`config.mk`:
```
export PLATFORM = sky130hd
export DESIGN_NAME = registers
export DESIGN_NICKNAME = d
export VERILOG_FILES = /design/src/rtl/registers_pkg.sv /design/src/rtl/registers.sv
export SDC_FILE = /design/constraint.sdc
export NUM_CORES = 1
export LEC_CHECK = 0
export CAP_MARGIN = 20
export CORE_MARGIN = 2
export CORE_UTILIZATION = 45
export DETAILED_ROUTE_END_ITERATION = 8
export PLACE_DENSITY = 0.79
export SYNTH_ARGS = -nofsm -noshare
export SYNTH_HDL_FRONTEND = slang
export SYNTH_SLANG_ARGS = --single-unit
export TNS_END_PERCENT = 100
```
`constraint.sdc`:
```
create_clock -name CLK -period 4.04 [get_ports CLK]
set_input_delay 0.808 -clock CLK [delete_from_list [all_inputs] [get_ports CLK]]
set_output_delay 0.808 -clock CLK [all_outputs]
set_load 0.005 [all_outputs]
```
`src/rtl/registers_pkg.sv`:
```
// Shared sizing constants for the little-computer register file.
// Feeds the parameter defaults of the registers block.
package registers_pkg;

  localparam int RegWidth     = 16;
  localparam int NumRegs      = 8;
  localparam int NumRegsWidth = 3;

endpackage

```
`src/rtl/registers.sv`:
```
// General-purpose register file: two combinational read ports,
// one synchronous write port, and a parallel debug view.
module registers
  import registers_pkg::*;
#(
  parameter int REG_WIDTH      = RegWidth,
  parameter int NUM_REGS       = NumRegs,
  parameter int NUM_REGS_WIDTH = NumRegsWidth
) (
  input  logic [NUM_REGS_WIDTH-1:0] rs,
  input  logic [NUM_REGS_WIDTH-1:0] rt,
  input  logic [NUM_REGS_WIDTH-1:0] rd,
  input  logic [REG_WIDTH-1:0]      reg_in,
  input  logic                      reg_write_en,
  input  logic                      CLK,
  output logic [REG_WIDTH-1:0]      rs_val,
  output logic [REG_WIDTH-1:0]      rt_val,
  output logic [REG_WIDTH-1:0]      reg_state [NUM_REGS],
  input  logic                      RST
);

  logic [REG_WIDTH-1:0] r_regs [NUM_REGS];
  logic [NUM_REGS-1:0]  w_we;

  // Out-of-range rd matches no slot, so such writes fall away.
  always_comb begin
    w_we = '0;
    for (int i = 0; i < NUM_REGS; i++) begin
      w_we[i] = reg_write_en &&
                (rd == NUM_REGS_WIDTH'(i));
    end
  end

  always_ff @(posedge CLK or posedge RST) begin
    if (RST) begin
      for (int i = 0; i < NUM_REGS; i++) begin
        r_regs[i] <= '0;
      end
    end else begin
      for (int i = 0; i < NUM_REGS; i++) begin
        if (w_we[i]) begin
          r_regs[i] <= reg_in;
        end
      end
    end
  end

  // Out-of-range read indices select nothing and yield zero.
  always_comb begin
    rs_val = '0;
    rt_val = '0;
    for (int i = 0; i < NUM_REGS; i++) begin
      if (rs == NUM_REGS_WIDTH'(i)) begin
        rs_val = r_regs[i];
      end
      if (rt == NUM_REGS_WIDTH'(i)) begin
        rt_val = r_regs[i];
      end
    end
  end

  always_comb begin
    for (int i = 0; i < NUM_REGS; i++) begin
      reg_state[i] = r_regs[i];
    end
  end

endmodule

```
==> out/metrics.csv, run 1 <==
stage,metric,value,unit
worst_setup_path,slowest_stage,clkdlybuf4s50_1,
pwr,power_density,511.6,nW/µm²
global_routing,grt_util_all_layers,0.2790,
sta,tightest_slew,1.097,ns
worst_setup_path,crit_path_start_kind,input pin,
worst_setup_path,crit_required,3.23,ns
floorplan,dieArea,16920,µm²
worst_setup_path,worstSetupEndpointType,output port,
sta,hold_ws,0.5512,ns
layout,nets,759,
route,dr.pass1.iters,5,
sta,fin_crit_sh,0.9307,
worst_setup_path,crit_end,rs_val[6],
placed_design,routabilityCongestion,0.9027,
synth,synth_cells,545,
worst_setup_path,worst_ep_arrival_time,2.95,ns
synth,yosysSeqAreaShare,0.4477,
clock_tree,cts_buffer_depth,2,
worst_setup_path,critPathMaxFanout,33,
clock_tree,cts_tree,built,
floorplan,core.rowCount,46,
run_status,status,"finished, final reports clean",
route,viasPerCell,5.969,
clock_tree,cts_setup_buffers,0,
placed_design,numPortBuffers,187,
route,ant_nets,0,
layout,synthToLayoutAreaGrowth,36.45,%
worst_setup_path,worstPathCellList,"clkdlybuf4s50_1, buf_4, and3_1, buf_4, a32o_1, clkdlybuf4s50_1",
sta,finalMaxSlewViolations,0,
synth,ys_ff_latch,128,
sta,fin_setup_tns,0,ns
sta,fin_skew,0,ns
route,routed_wl,23180,µm
floorplan,ioPinCount,188,
pwr,leakagePower,4.110,nW
layout,mostFrequentLayoutCell,clkdlybuf4s50_1,
global_routing,antenna_found_initial,0,
global_routing,grt_pass1_vias,5865,
clock_tree,cts_sinks,128,
layout,fillers,1194,
clock_tree,htreeDepth,4,
worst_setup_path,r2r-start,reg_state[43],
pwr,ir_worst_vdd,0.2931,mV
floorplan,start_util,0.4553,
sta,worst_slew_margin_rel,0.2652,
worst_setup_path,startpoint,rs[0],
clock_tree,cts.clk_slew.worst_paths,0.06,ns
worst_setup_path,slowest_delay,0.57,ns
synth,synth.distinct_cells,31,
clock_tree,cts-root-buf,clkbuf_16,
sta,post-route-worst-setup-slack,0.2799,ns
clock_tree,clock_insertion_delay_worst_skew,0.42,ns
sta,setup_viol,0,
sta,rsz0062_at_grt,no,
sta,timing.final.hold_violations,0,
synth,synth_area,7154,µm²
sta,min_period,3.760,ns
placed_design,hpwl,15280,µm
floorplan,die_width,130.1,µm
worst_setup_path,reg2reg_depth,1,
worst_setup_path,critPathKind,in -> out,
route,wl_per_cell,24.20,µm
layout,layout_common_cells,"clkdlybuf4s50_1, dfrtp_1, mux2_2",
synth,yosysWarnings,0,
global_routing,grt_max_degree,129,
floorplan,core_region_area,15710,µm²
route,initialDrtViolationCount,549,
global_routing,grt-ovfl-total,0,
run,drv_cap,0,
sta,fmax,266.0,MHz
synth,async_flop_share,1.000,
layout,drive_above_1_share,0.2736,
layout,largest_reg_flops,128,
worst_hold_path,hold_path.class,reg -> reg,
synth,synth_nets,573,
clock_tree,hold_buffers,0,
layout,n_antenna_cell,0,
worst_setup_path,r2r_slack,3.19,ns
route,vias,5718,
floorplan,fp.dieH,130.1,µm
worst_setup_path,r2r-end,reg_state[43],
pwr,power.total,4.995,mW
global_routing,grt_pass1_wl,34780,µm
synth,ys.flop_type,dfrtp_1,
clock_tree,cts_resized,0,
clock_tree,cts_made_buffers,17,
synth,synth-edff-count,0,
route,drcViolationCount,0,
placed_design,place_ws,0.3129,ns
synth,avgSynthCellArea,13.13,µm²
## area by class of cell
cell class | instances | area (µm²) | share of cell area
multi-input combinational | 338 | 3530 | 0.3616
timing repair buffer | 214 | 2067 | 0.2117
sequential | 128 | 3203 | 0.3281
clock buffer | 25 | 515.5 | 0.05281
inverter | 32 | 123.9 | 0.01269
tap | 216 | 270.3 | 0.02769
clock inverter | 5 | 52.55 | 0.005383
## routing by layer
| layer | vias to the layer above | share of wire | track usage | wire length (µm) |
|---|---|---|---|---|
| li1 | 2460 | - | - | - |
| met2 | 251 | 0.49 | 0.4527 | 11370 |
| met5 | - | 0 | 0 | 0 |
| met1 | 2942 | 0.41 | 0.3539 | 9525 |
| met4 | 0 | 0.040 | 0.1417 | 921 |
| met3 | 65 | 0.059 | 0.06068 | 1364 |
## metrics by stage
stage	utilization	instance area, µm²	std cells
3_3_place_gp	0.5851	9194	928
4_1_cts	0.6213	9762	958
6_report	0.6213	9762	958
5_1_grt	0.6213	9762	958
2_1_floorplan	-	7158	545
3_5_place_dp	0.5851	9194	928
## cells by family after synthesis
| logic type | after synthesis | share of synthesized area |
|---|---|---|
| AOI/OAI and AO/OA | 78 | 0.1004 |
| and+or+nand+nor | 52 | 0.04512 |
| buffers and inverters | 79 | 0.06104 |
| DFF | 128 | 0.4477 |
| muxes | 208 | 0.3457 |
## report_power, final
group | switching [mW] | internal [mW] | total, mW
registers | 0.346 | 1.57 | 1.91
logic | 0.555 | 1.06 | 1.62
clock network | 0.530 | 0.933 | 1.46
## Yosys cell counts, types with 5 or more instances
| library cell | number | share of area |
|---|---|---|
| a221o_1 | 16 | 0.022 |
| a32o_1 | 15 | 0.021 |
| buf_2 | 20 | 0.014 |
| clkbuf_1 | 12 | 0.0063 |
| clkbuf_8 | 5 | 0.0096 |
| dfrtp_1 | 128 | 0.45 |
| inv_1 | 32 | 0.017 |
| mux2_2 | 125 | 0.20 |
| mux2i_1 | 63 | 0.088 |
| mux4_1 | 5 | 0.018 |
| mux4_2 | 12 | 0.038 |
| nand2_1 | 17 | 0.0089 |
| nor2b_1 | 17 | 0.015 |
| o221ai_1 | 30 | 0.037 |
| o2bb2ai_1 | 15 | 0.018 |
## critical path, delay by kind of cell
family | cells | cell delay [ns]
simple gates | 1 | 0.24
buf+inv | 4 | 1.72
compound gates | 1 | 0.18
## worst min path at each step
stage | startpoint | to | slack (ns) | cells after the start
2_1_floorplan | reg_state[49] | reg_state[49] | 0.53 | 1
3_3_place_gp | reg_state[53] | reg_state[53] | 0.52 | 1
3_5_place_dp | reg_state[49] | reg_state[49] | 0.54 | 1
4_1_cts | reg_state[49] | reg_state[49] | 0.55 | 1
5_1_grt | reg_state[82] | reg_state[82] | 0.58 | 1
6_report | reg_state[49] | reg_state[49] | 0.55 | 1
Power figures use the tool's default switching activity.
==> run 2, diff against run 1 <==
--- a/config.mk
+++ b/config.mk
@@ -6,7 +6,6 @@
 export NUM_CORES = 1
 export LEC_CHECK = 0
 export CAP_MARGIN = 20
-export CORE_MARGIN = 2
 export CORE_UTILIZATION = 45
 export DETAILED_ROUTE_END_ITERATION = 8
 export PLACE_DENSITY = 0.79
==> run 2 against run 1 <==
Sequential power is essentially flat. Die area fell by 3.1%. Wire length decreased by 3.2%. Non-clock buffer count is 4 higher. Critical path type unchanged. Largest power group unchanged.
==> out/metrics.csv, run 2 (same netlist as run 1, synthesis figures left out) <==
stage,metric,value,unit,change
run_status,status,"finished, final reports clean",,
route,wl_per_cell,23.45,µm,-3.1%
layout,stdcell_area,9767,µm²,about the same
sta,rsz0062_at_grt,no,,
global_routing,grt_util_all_layers,0.2811,,+0.002070
global_routing,grt-ovfl-total,0,,unchanged
placed_design,place_area,9233,µm²,+0.42%
global_routing,grt_max_degree,107,,-17%
clock_tree,htreeDepth,4,,unchanged
placed_design,hpwl,14940,µm,-2.2%
sta,min_period,3.739,ns,-0.02061 ns
worst_setup_path,startpoint,rs[0],,
floorplan,dieArea,16410,µm²,-3.1%
floorplan,core_region_area,15370,µm²,-2.2%
route,routed_wl,22440,µm,-3.2%
layout,layout_common_cells,"clkdlybuf4s50_1, dfrtp_1, mux2_2",,
sta,timing.final.hold_violations,0,,unchanged
layout,mostFrequentLayoutCell,clkdlybuf4s50_1,,
layout,synthToLayoutAreaGrowth,36.52,%,about the same
pwr,power.total,4.910,mW,-1.7%
pwr,pwr-share-clk,0.281,,-0.012
worst_setup_path,critPathKind,in -> out,,
layout,nets,763,,+0.53%
sta,fmax,267.4,MHz,+0.55%
worst_setup_path,critPathMaxFanout,30,,-9.1%
floorplan,start_util,0.4654,,+0.01012
sta,fin_skew,0,ns,unchanged
pwr,power_frac_comb,0.329,,+0.005
clock_tree,hold_buffers,0,,unchanged
layout,largest_reg_flops,128,,unchanged
sta,tightest_slew,1.018,ns,-0.07969 ns
global_routing,antenna_found_initial,0,,unchanged
worst_setup_path,crit_required,3.23,ns,about the same
clock_tree,cts.clk_slew.worst_paths,0.05,ns,about the same
route,dr.pass1.iters,4,,-1
sta,worst_slew_margin_rel,0.3186,,+0.05337
worst_setup_path,worst_ep_arrival_time,2.93,ns,-0.02 ns
route,initialDrtViolationCount,446,,-19%
pwr,power_density,502.7,nW/µm²,-1.7%
floorplan,fp.dieH,128.1,µm,-1.5%
sta,finalMaxSlewViolations,0,,unchanged
worst_hold_path,hp-start,reg_state[116],,
pwr,p_sw_frac,0.2901,,+0.003640
pwr,seq_power_share,0.390,,+0.007
sta,fin_setup_tns,0,ns,unchanged
worst_setup_path,crit_path_start_kind,input pin,,
layout,drive_above_1_share,0.2788,,+0.005235
clock_tree,cts_sinks,128,,unchanged
pwr,switchingPower,1.424,mW,-0.44%
worst_hold_path,hold_path.class,reg -> reg,,
clock_tree,cts_buffer_depth,2,,unchanged
clock_tree,clock_insertion_delay_worst_skew,0.42,ns,about the same
route,drcViolationCount,0,,unchanged
pwr,ir_worst_vdd,0.3043,mV,+3.8%
sta,setup_viol,0,,unchanged
pwr,internal-power,3.486,mW,-2.2%
pwr,leakagePower,4.122,nW,+0.28%
run,drv_cap,0,,unchanged
worst_setup_path,worstSetupEndpointType,output port,,
floorplan,die_width,128.1,µm,-1.5%
sta,fin_crit_sh,0.9256,,-0.005102
route,viasPerCell,5.959,,-0.16%
clock_tree,cts_resized,0,,unchanged
layout,n_antenna_cell,0,,unchanged
global_routing,grt_pass1_wl,34000,µm,-2.2%
clock_tree,cts_tree,built,,
clock_tree,cts-root-buf,clkbuf_16,,
placed_design,routabilityCongestion,0.8237,,-8.8%
worst_setup_path,r2r-start,reg_state[35],,
route,vias,5703,,-0.26%
placed_design,numPortBuffers,187,,unchanged
clock_tree,cts_setup_buffers,0,,unchanged
route,ant_nets,0,,unchanged
global_routing,grt_pass1_vias,5753,,-1.9%
floorplan,ioPinCount,188,,unchanged
floorplan,core.rowCount,45,,-2.2%
clock_tree,cts_made_buffers,17,,unchanged
## run 2: area by class of cell
cell class                 instances  area (µm²)
clock buffer                      24       501.7
clock inverter                     6       32.53
fill                            1150        5604
inverter                          32       123.9
multi-input combinational        338        3532
sequential                       128        3203
tap                              211       264.0
timing repair buffer             218        2110
## run 2: path summary, 6_finish.rpt
path / end / slack, ns / cells past startpoint
hold / removal: reg_state[116] / 0.55 / 1
hold reg to reg: reg_state[116] / 0.55 / 1
setup reg to reg: reg_state[35] / 3.18 / 1
max in group asynchronous: reg_state[110] / 2.35 / 3
setup / recovery: rs_val[14] / 0.30 / 6
min in group asynchronous: reg_state[116] / 0.78 / 2
## run 2: critical path: stages
cell and delay (ns):
clkdlybuf4s50_1 0.71, buf_12 0.25, and3_1 0.19, buf_4 0.22, a32o_1 0.17, clkdlybuf4s50_1 0.56
## run 2: stage by stage
step | instances | setup slack [ns] | utilization | hold slack [ns]
2_1_floorplan | 545 | 1.283 | - | 0.5255
3_3_place_gp | 927 | 0.3051 | 0.6007 | 0.5370
3_5_place_dp | 927 | 0.3007 | 0.6007 | 0.5418
4_1_cts | 957 | 0.3035 | 0.6354 | 0.5534
5_1_grt | 957 | 0.2561 | 0.6354 | 0.5797
6_report | 957 | 0.3005 | 0.6354 | 0.5530
## run 2: power by group through the flow
stage / clock network, mW / registers [mW] / logic (mW)
floorplan: 0 / 1.85 / 0.692
global placement: 0 / 1.90 / 1.57
detailed placement: 0 / 1.92 / 1.61
CTS: 1.39 / 1.90 / 1.62
global route: 1.45 / 1.95 / 1.72
finish: 1.38 / 1.92 / 1.61
## run 2: routing by layer
metal  vias to the layer above  part of all wire  GRT usage
met5                         -                 0          0
met4                         0             0.020     0.1087
met3                        32             0.069    0.05801
met2                       258              0.50     0.4636
met1                      2938              0.41     0.3637
li1                       2475                 -          -
